===== config.mk =====
export PLATFORM = sky130hd
export DESIGN_NAME = obstacle_scheduler
export DESIGN_NICKNAME = d
export VERILOG_FILES = /design/src/rtl/game_pkg.sv /design/src/rtl/tick_gen.sv /design/src/rtl/obstacle_scheduler.sv
export SDC_FILE = /design/constraint.sdc
export NUM_CORES = 1
export LEC_CHECK = 0
export CORE_MARGIN = 5
export CORE_UTILIZATION = 25
export DETAILED_ROUTE_END_ITERATION = 16
export PLACE_DENSITY = 0.51
export SYNTH_ARGS = -nofsm -noshare
export SYNTH_HDL_FRONTEND = slang
export SYNTH_SLANG_ARGS = --single-unit
export TNS_END_PERCENT = 50

===== constraint.sdc =====
create_clock -name clk -period 3.3 [get_ports clk]
set_clock_uncertainty 0.2 [all_clocks]
set_input_delay 0.66 -clock clk [delete_from_list [all_inputs] [get_ports clk]]
set_output_delay 0.66 -clock clk [all_outputs]
set_load 0.1 [all_outputs]

===== src/rtl/game_pkg.sv =====
// Shared definitions for the obstacle scheduler: FSM states, difficulty level codes and lane mapping.
package game_pkg;

    typedef enum logic [2:0] {
        ST_IDLE     = 3'd0,
        ST_RUN      = 3'd1,
        ST_WAIT_ACK = 3'd2,
        ST_PAUSED   = 3'd3,
        ST_DONE     = 3'd4
    } state_t;

    localparam logic [1:0] LVL_EASY    = 2'd0;
    localparam logic [1:0] LVL_NORMAL  = 2'd1;
    localparam logic [1:0] LVL_EXTREME = 2'd2;

    localparam int NUM_LANES = 5;

    // Fold a 3-bit random value onto lanes 0..NUM_LANES-1 (5,6,7 -> 0,1,2).
    function automatic logic [2:0] lane_fold(input logic [2:0] raw);
        return (raw < 3'(NUM_LANES)) ? raw : raw - 3'(NUM_LANES);
    endfunction

endpackage


===== src/rtl/tick_gen.sv =====
// Game-tick prescaler: counts enabled cycles 0..TICK_DIV-1 and pulses tick on the last count.
module tick_gen #(
    parameter logic [15:0] TICK_DIV = 16'd50000
) (
    input  logic clk,
    input  logic rst_n,
    input  logic en,
    input  logic clr,
    output logic tick
);

    logic [15:0] r_cnt;
    logic        w_wrap;

    assign w_wrap = (r_cnt == TICK_DIV - 16'd1);
    assign tick   = en && w_wrap;

    always_ff @(posedge clk or negedge rst_n) begin
        if (!rst_n) begin
            r_cnt <= '0;
        end else if (clr) begin
            r_cnt <= '0;
        end else if (en) begin
            r_cnt <= w_wrap ? 16'd0 : r_cnt + 16'd1;
        end
    end

endmodule


===== src/rtl/obstacle_scheduler.sv =====
// Obstacle spawn scheduler: turns game ticks and LFSR trigger bits into acknowledged spawn requests.
module obstacle_scheduler #(
    parameter logic [15:0] TICK_DIV   = 16'd50000,
    parameter logic [3:0]  EASY_P     = 4'd8,
    parameter logic [3:0]  NORMAL_P   = 4'd4,
    parameter logic [3:0]  EXTREME_P  = 4'd2,
    parameter logic [7:0]  MAX_SPAWNS = 8'd200
) (
    input  logic       clk,
    input  logic       rst_n,
    input  logic       start,
    input  logic       pause,
    input  logic [1:0] level,
    input  logic [4:0] prn,
    input  logic       easy_t,
    input  logic       normal_t,
    input  logic       extreme_t,
    input  logic       spawn_ack,
    output logic       spawn_req,
    output logic [2:0] spawn_lane,
    output logic [7:0] spawn_cnt,
    output logic       busy,
    output logic       done
);

    import game_pkg::*;

    state_t      r_state;
    state_t      w_state_nxt;
    logic [1:0]  r_lvl;
    logic [3:0]  r_per;
    logic        r_req;
    logic [2:0]  r_lane;
    logic [7:0]  r_cnt;

    logic        w_active;
    logic        w_tick;
    logic        w_opp;
    logic        w_trig;
    logic [3:0]  w_period;
    logic        w_clr;
    logic        w_spawn;
    logic        w_ack;
    logic [1:0]  w_prn_unused;

    assign w_prn_unused = prn[4:3];

    // A resuming PAUSED cycle counts like RUN so a pause shifts the schedule by exactly its length.
    assign w_active = ((r_state == ST_RUN) || (r_state == ST_PAUSED)) && !pause;
    assign w_opp    = w_tick && (r_per == w_period - 4'd1);

    tick_gen #(
        .TICK_DIV (TICK_DIV)
    ) u_tick_gen (
        .clk   (clk),
        .rst_n (rst_n),
        .en    (w_active),
        .clr   (w_clr),
        .tick  (w_tick)
    );

    always_comb begin
        w_period = NORMAL_P;
        w_trig   = normal_t;
        case (r_lvl)
            LVL_EASY: begin
                w_period = EASY_P;
                w_trig   = easy_t;
            end
            LVL_EXTREME: begin
                w_period = EXTREME_P;
                w_trig   = extreme_t;
            end
            default: ;
        endcase
    end

    always_ff @(posedge clk or negedge rst_n) begin
        if (!rst_n) begin
            r_state <= ST_IDLE;
        end else begin
            r_state <= w_state_nxt;
        end
    end

    always_comb begin
        w_state_nxt = r_state;
        w_clr       = 1'b0;
        w_spawn     = 1'b0;
        w_ack       = 1'b0;
        case (r_state)
            ST_IDLE, ST_DONE: begin
                if (start) begin
                    w_clr       = 1'b1;
                    w_state_nxt = ST_RUN;
                end
            end
            ST_RUN, ST_PAUSED: begin
                if (pause) begin
                    w_state_nxt = ST_PAUSED;
                end else if (w_opp && w_trig) begin
                    w_spawn     = 1'b1;
                    w_state_nxt = ST_WAIT_ACK;
                end else begin
                    w_state_nxt = ST_RUN;
                end
            end
            ST_WAIT_ACK: begin
                if (spawn_ack) begin
                    w_ack = 1'b1;
                    if (r_cnt + 8'd1 == MAX_SPAWNS) begin
                        w_state_nxt = ST_DONE;
                    end else if (pause) begin
                        w_state_nxt = ST_PAUSED;
                    end else begin
                        w_state_nxt = ST_RUN;
                    end
                end
            end
            default: w_state_nxt = ST_IDLE;
        endcase
    end

    always_ff @(posedge clk or negedge rst_n) begin
        if (!rst_n) begin
            r_lvl  <= LVL_NORMAL;
            r_per  <= '0;
            r_req  <= 1'b0;
            r_lane <= '0;
            r_cnt  <= '0;
        end else if (w_clr) begin
            r_lvl <= (level == 2'd3) ? LVL_NORMAL : level;
            r_per <= '0;
            r_cnt <= '0;
        end else begin
            if (w_tick) begin
                r_per <= w_opp ? 4'd0 : r_per + 4'd1;
            end
            if (w_spawn) begin
                r_req  <= 1'b1;
                r_lane <= lane_fold(prn[2:0]);
            end
            if (w_ack) begin
                r_req <= 1'b0;
                r_cnt <= r_cnt + 8'd1;
            end
        end
    end

    assign spawn_req  = r_req;
    assign spawn_lane = r_lane;
    assign spawn_cnt  = r_cnt;
    assign busy       = (r_state == ST_RUN) || (r_state == ST_WAIT_ACK) || (r_state == ST_PAUSED);
    assign done       = (r_state == ST_DONE);

endmodule


==> impl_metrics.toml, run 1 <==
[global_routing]
grt_overflow = 0
grt_pass1_wl_um = 9490
antenna_found_initial = 0
grt_util_all_layers_pct = 10.1
grt_pass1_vias = 1883
grt_start_max_net_pins = 38

[power]
power_frac_comb_pct = 27.5
powerDensity_mw_per_mm2 = 491
sequentialPowerShare_pct = 47.2
ir_worst_vdd_v = 0.000678
sw_frac_of_total_pct = 39.1
p_switching_uw = 517
intPower_uw = 805
leakagePower_uw = 0.00110
clkPwrFrac_pct = 25.3

[yosys]
synth_seq_cells = 37
yosys_most_used_dff = "dfrtp_1"
synthTopCellsByArea = "dfrtp_1 40%, nand2_1 4.3%, nand3_1 3.8%, a2111oi_4 3.7%, o21ai_0 3.5%"
synth_area_leader_cell = "dfrtp_1"
syn_avg_cell_area_um2 = 9.49
synth_area_mm2 = 0.00226
syn-num-nets = 257
synthArstFlopShare_pct = 100
ys_seq_area_share_pct = 41.0
syn_inst = 238
ys_types = 60
yosysTopAreaCellShare_pct = 39.9
yosysWarnings = 0
synth_edf_count = 0

[sta]
slew_headroom_pct = 42.7
fin_crit_ps = 2600
setup_viol = 0
period_share_pct = 78.6
finalSetupTns_ps = 0
fin_ws_ps = 705
timing.fmax_mhz = 385
rsz0062_at_grt = "false"
final-max-slew-violation-count = 0
worst_pin_slew_ps = 860
finalHoldViolCount = 0

[place]
dp_hpwl_um = 3740
dpl.cell_count = 367
portBuffers = 26
place_ws_ps = 372
gp_congestion = 0.756

[floorplan]
die_height_um = 105
io_pins = 29
rows = 34
die-area_mm2 = 0.0110
die_w_um = 105
core-area_mm2 = 0.00876
initial_core_util_pct = 25.8

[drt]
antenna_left = 0
vias = 1870
wl_per_cell_um = 14.3
drtIter0Drc = 57
drcViolationCount = 0
drt-total-wl_um = 5380
drt_first_pass_iters = 4
viasPerCell = 4.99

[clock_tree]
cts_sinks = 37
clk_latency_ps = 300
post_cts.repair.setup_buffers = 0
cts.clk_slew.worst_paths_ps = 100
hold_buffers = 0
clk_path_buf_depth = 2
cts_resized = 0
cts_tree = "built"
h-tree-depth = 2
root_buffer = "clkbuf_8"
cts_inserted_buffers = 5

[setup_path]
reg2regPathDepth = 5
worst-path-buf-inv = 1
path_delay_family = "simple AND/OR/NAND/NOR gates"
path_cells = "clkdlybuf4s50_1 > or3b_2 > a2111oi_4 > o211ai_1 > o211a_1"
reg2reg_slack_ps = 1030
r2r-start = "r_lvl[0]$_DFFE_PN1P_"
end_kind = "register"
criticalPathCategory = "input pin to register"
slowest_delay_ps = 720
arrival_ps = 2580
cp.required_ps = 3280
critPathLaunchType = "input pin"
worst-path-max-fanout = 19
r2r-end = "spawn_lane[1]$_DFFE_PN0P_"
crit_slowest_cell = "or3b_2"

[run]
maxCapViolations = 0

[hold_path]
hold_path.class = "input pin to asynchronous set/reset pin"

[final_layout]
drive_gt1_share_pct = 16.9
fin_nets = 285
num_antenna_cells = 0
synthToLayoutAreaGrowth_pct = 19.0
fin_cells = 375

[outcome]
status = "finished clean"
synthesized netlist by cell type, types with 2 or more instances:
cell type	count
inv_1	12
buf_4	3
a211o_1	2
and3_1	5
a21boi_0	2
o21a_1	2
or3_1	3
a31oi_1	2
and2_1	2
a21oi_1	9
and3b_1	2
mux2i_1	3
o211ai_1	3
or3b_2	2
o311ai_0	2
a211oi_1	3
mux2_1	2
nor2_1	15
ha_1	4
or4_1	2
nor4_1	3
nand3_1	17
nor3_1	3
nor4b_1	3
clkbuf_1	5
nand4_1	8
o21ai_0	16
nand2_1	26
dfrtp_1	36
nor3b_1	2
a2111oi_4	3
nor2b_1	2
xnor2_1	5
xor2_1	3
kinds of logic after synthesis:
logic type | share of synthesized area [%]
buf+inv | 4.71
simple gates | 27.1
mux | 2.82
flops | 41.0
compound gates | 19.0
fa+ha+maj | 2.21
xor+xnor | 3.10
sequential cells by signal (all words and copies together) (netlist names):
register          flops
u_tick_gen.r_cnt     16
spawn_cnt             8
r_per                 4
r_state               3
spawn_lane            3
r_lvl                 2
spawn_req             1
worst reg2reg max path, cell delays in order, from the launching register on:
cell and delay (ps):
dfstp_2 590, and4bb_2 250, o311ai_2 540, nor4_2 110, buf_4 180, mux2_1 300
layout make-up:
cell class              count  area (µm²)
flip-flops and latches     37         927
clock buffers               5        68.8
clock inverters             3        21.3
multi-input cells         178        1230
repair buffers             32         265
fillers                   956        6070
inverters                  12        45.0
well taps                 108         135
stage by stage:
step | hold WS (ps) | area, µm² | power, µW | utilization, %
final | 266 | 2690 | 1320 | 30.7
after global routing | 322 | 2690 | 1420 | 30.7
after CTS | 306 | 2690 | 1340 | 30.7
after detailed placement | 281 | 2600 | 998 | 29.7
after global placement | 278 | 2600 | 994 | 29.7
after floorplan | 164 | 2260 | 899 | -
power groups by stage:
stage	Combinational [µW]	Sequential, µW	Clock, µW
finish	363	624	334
global route	406	638	371
CTS	368	623	345
detailed placement	367	631	0
global placement	364	630	0
floorplan	200	699	0
cell usage in the layout (no fill, tap or decap), types with 2 or more instances in the layout:
cell type | netlist | layout
nor3_1 | 3 | 3
nand4_1 | 8 | 8
or4_1 | 2 | 2
o311ai_0 | 2 | 2
xor2_1 | 3 | 3
nor4_1 | 3 | 3
nand2_1 | 26 | 26
a211o_1 | 2 | 2
nor2b_1 | 2 | 2
nor3b_1 | 2 | 2
mux2i_1 | 3 | 3
inv_1 | 12 | 12
ha_1 | 4 | 4
a21boi_0 | 2 | 2
a21oi_1 | 9 | 9
a2111oi_4 | 3 | 3
nor4b_1 | 3 | 3
a31oi_1 | 2 | 2
clkdlybuf4s50_1 | 0 | 11
or3_1 | 3 | 3
xnor2_1 | 5 | 5
nand3_1 | 17 | 17
buf_4 | 3 | 20
clkbuf_8 | 0 | 5
o21a_1 | 2 | 2
dfrtp_1 | 36 | 36
and2_1 | 2 | 2
and3_1 | 5 | 5
o211ai_1 | 3 | 3
a211oi_1 | 3 | 3
o21ai_0 | 16 | 16
and3b_1 | 2 | 2
mux2_1 | 2 | 2
or3b_2 | 2 | 2
nor2_1 | 15 | 15
layer usage:
metal / vias up / share of wire, % / track usage (%)
met5: - / 0 / 0
li1: 943 / - / -
met2: 37 / 46 / 15.8
met3: 2 / 3.7 / 2.40
met4: 0 / 0.35 / 1.64
met1: 888 / 50 / 14.5
worst max path at each step:
stage / from / depth (start not counted) / slack [ps] / end
final: start / 5 / 700 / u_tick_gen.r_cnt[9]$_DFFE_PN0P_
after global routing: start / 5 / 620 / u_tick_gen.r_cnt[9]$_DFFE_PN0P_
after CTS: start / 5 / 680 / u_tick_gen.r_cnt[9]$_DFFE_PN0P_
after detailed placement: start / 5 / 370 / u_tick_gen.r_cnt[9]$_DFFE_PN0P_
after global placement: start / 5 / 390 / u_tick_gen.r_cnt[9]$_DFFE_PN0P_
after floorplan: spawn_cnt[2]$_DFFE_PN0P_ / 5 / 810 / r_state[0]$_DFFE_PN0P_
Note: power is estimated with default switching activity, not from simulation.
==> run 2, diff against run 1 <==
clock period = 2.5 ns   (was 3.3 ns; I/O delays follow)
==> impl_metrics.toml, run 2 (synthesized netlist as in run 1, its figures left out) <==
[power]
leakagePower_uw = 0.00116
sw_frac_of_total_pct = 38.6
clkPwrFrac_pct = 24.0
power_uw = 1750
sequentialPowerShare_pct = 47.1
ir_worst_vdd_v = 0.000637
powerDensity_mw_per_mm2 = 624
p_switching_uw = 676
intPower_uw = 1080
power_frac_comb_pct = 28.9

[drt]
drcViolationCount = 0
drt-total-wl_um = 5450
drtIter0Drc = 108
viasPerCell = 5.04
routed-wl-met2_um = 2480
drt_first_pass_iters = 4
wl_met1_um = 2700
highest_layer = "met4"
antenna_left = 0
routed-wl-met3_um = 217
vias = 1944
wl_per_cell_um = 14.1

[place]
dp_hpwl_um = 3900
dpl.cell_count = 378
portBuffers = 26
gp_congestion = 0.784
place_ws_ps = -134

[floorplan]
initial_core_util_pct = 25.8
io_pins = 29
rows = 34
die_height_um = 105
core-area_mm2 = 0.00876
die-area_mm2 = 0.0110
die_w_um = 105

[final_layout]
synthToLayoutAreaGrowth_pct = 24.4
layout_commonest_cell = "dfrtp_1"
post-route-util_pct = 32.1
fin_cells = 386
final_cell_mix = "36 x dfrtp_1, 28 x buf_4, 26 x nand2_1"
num_antenna_cells = 0
largest_reg_flops = 16
fin_nets = 296
top_register = "u_tick_gen.r_cnt"
drive_gt1_share_pct = 20.5

[setup_path]
r2r-end = "spawn_lane[0]$_DFFE_PN0P_"
r2r-start = "r_lvl[0]$_DFFE_PN1P_"
criticalPathCategory = "input pin to register"
cp.required_ps = 2480
worst-path-max-fanout = 9
critPathLaunchType = "input pin"
end_kind = "register"
reg2reg_slack_ps = 260
arrival_ps = 2320
reg2regPathDepth = 5

[clock_tree]
hold_buffers = 0
cts.clk_slew.worst_paths_ps = 80
cts_resized = 0
post_cts.repair.setup_buffers = 0
cts_tree = "built"
clk_path_buf_depth = 2
cts_inserted_buffers = 5
clk_latency_ps = 290
root_buffer = "clkbuf_8"
h-tree-depth = 2
cts_sinks = 37

[global_routing]
grt_overflow = 0
grt_start_max_net_pins = 38
grt_pass1_wl_um = 9780
antenna_found_initial = 0
grt_util_all_layers_pct = 10.5
grt_pass1_vias = 2000

[sta]
period_share_pct = 93.7
worst_pin_slew_ps = 497
fin_ws_ps = 157
rsz0062_at_grt = "false"
timing.hold.ws_ps = 54.4
setup_viol = 0
finalHoldViolCount = 0
timing.fmax_mhz = 427
slew_headroom_pct = 66.9
fin_crit_ps = 2340
final-max-slew-violation-count = 0

[outcome]
status = "finished clean"

[hold_path]
hold_path.class = "input pin to asynchronous set/reset pin"

[run]
maxCapViolations = 0
-- run 2: cell types whose count changed in the layout (fill, tap and decap cells not counted), sizes merged --
cell    delta
buf       +11
clkinv     +1
inv        -1
-- run 2: critical path, stage by stage --
cell	delay [ps]
clkdlybuf4s50_1	510
or3b_2	630
a2111oi_4	420
o211ai_1	120
o211a_1	140
-- run 2: how the worst max path moves through the flow --
| stage | from | end | slack, ps | cells after the start |
|---|---|---|---|---|
| after floorplan | spawn_cnt[2]$_DFFE_PN0P_ | r_state[0]$_DFFE_PN0P_ | 10 | 5 |
| after global placement | start | u_tick_gen.r_cnt[9]$_DFFE_PN0P_ | -110 | 5 |
| after detailed placement | start | u_tick_gen.r_cnt[9]$_DFFE_PN0P_ | -130 | 5 |
| after CTS | start | u_tick_gen.r_cnt[9]$_DFFE_PN0P_ | 170 | 5 |
| after global routing | start | u_tick_gen.r_cnt[14]$_DFFE_PN0P_ | 70 | 6 |
| final | start | u_tick_gen.r_cnt[9]$_DFFE_PN0P_ | 160 | 5 |
-- run 2: power by group through the flow --
stage          clock, µW  combinational [µW]  sequential (µW)
2_1_floorplan          0                 264              923
3_3_place_gp           0                 502              833
3_5_place_dp           0                 511              836
4_1_cts              446                 513              825
5_1_grt              468                 565              851
6_report             420                 507              826
-- run 2: layout make-up --
class / count / area (µm²)
multi-input cells: 178 / 1230
flip-flops and latches: 37 / 927
fillers: 900 / 5950
well taps: 108 / 135
repair buffers: 43 / 385
inverters: 12 / 45.0
clock inverters: 3 / 17.5
clock buffers: 5 / 68.8
-- run 2: per-stage QoR --
step | TNS [ps] | area [µm²]
6_report | 0 | 2810
5_1_grt | 0 | 2810
4_1_cts | 0 | 2810
3_5_place_dp | -539 | 2720
3_3_place_gp | -447 | 2720
2_1_floorplan | 0 | 2260
-- run 2: routing by layer --
metal,vias up,global-route usage (%)
li1,960,-
met1,942,14.2
met2,35,16.6
met3,7,2.71
met4,0,2.83
met5,-,0
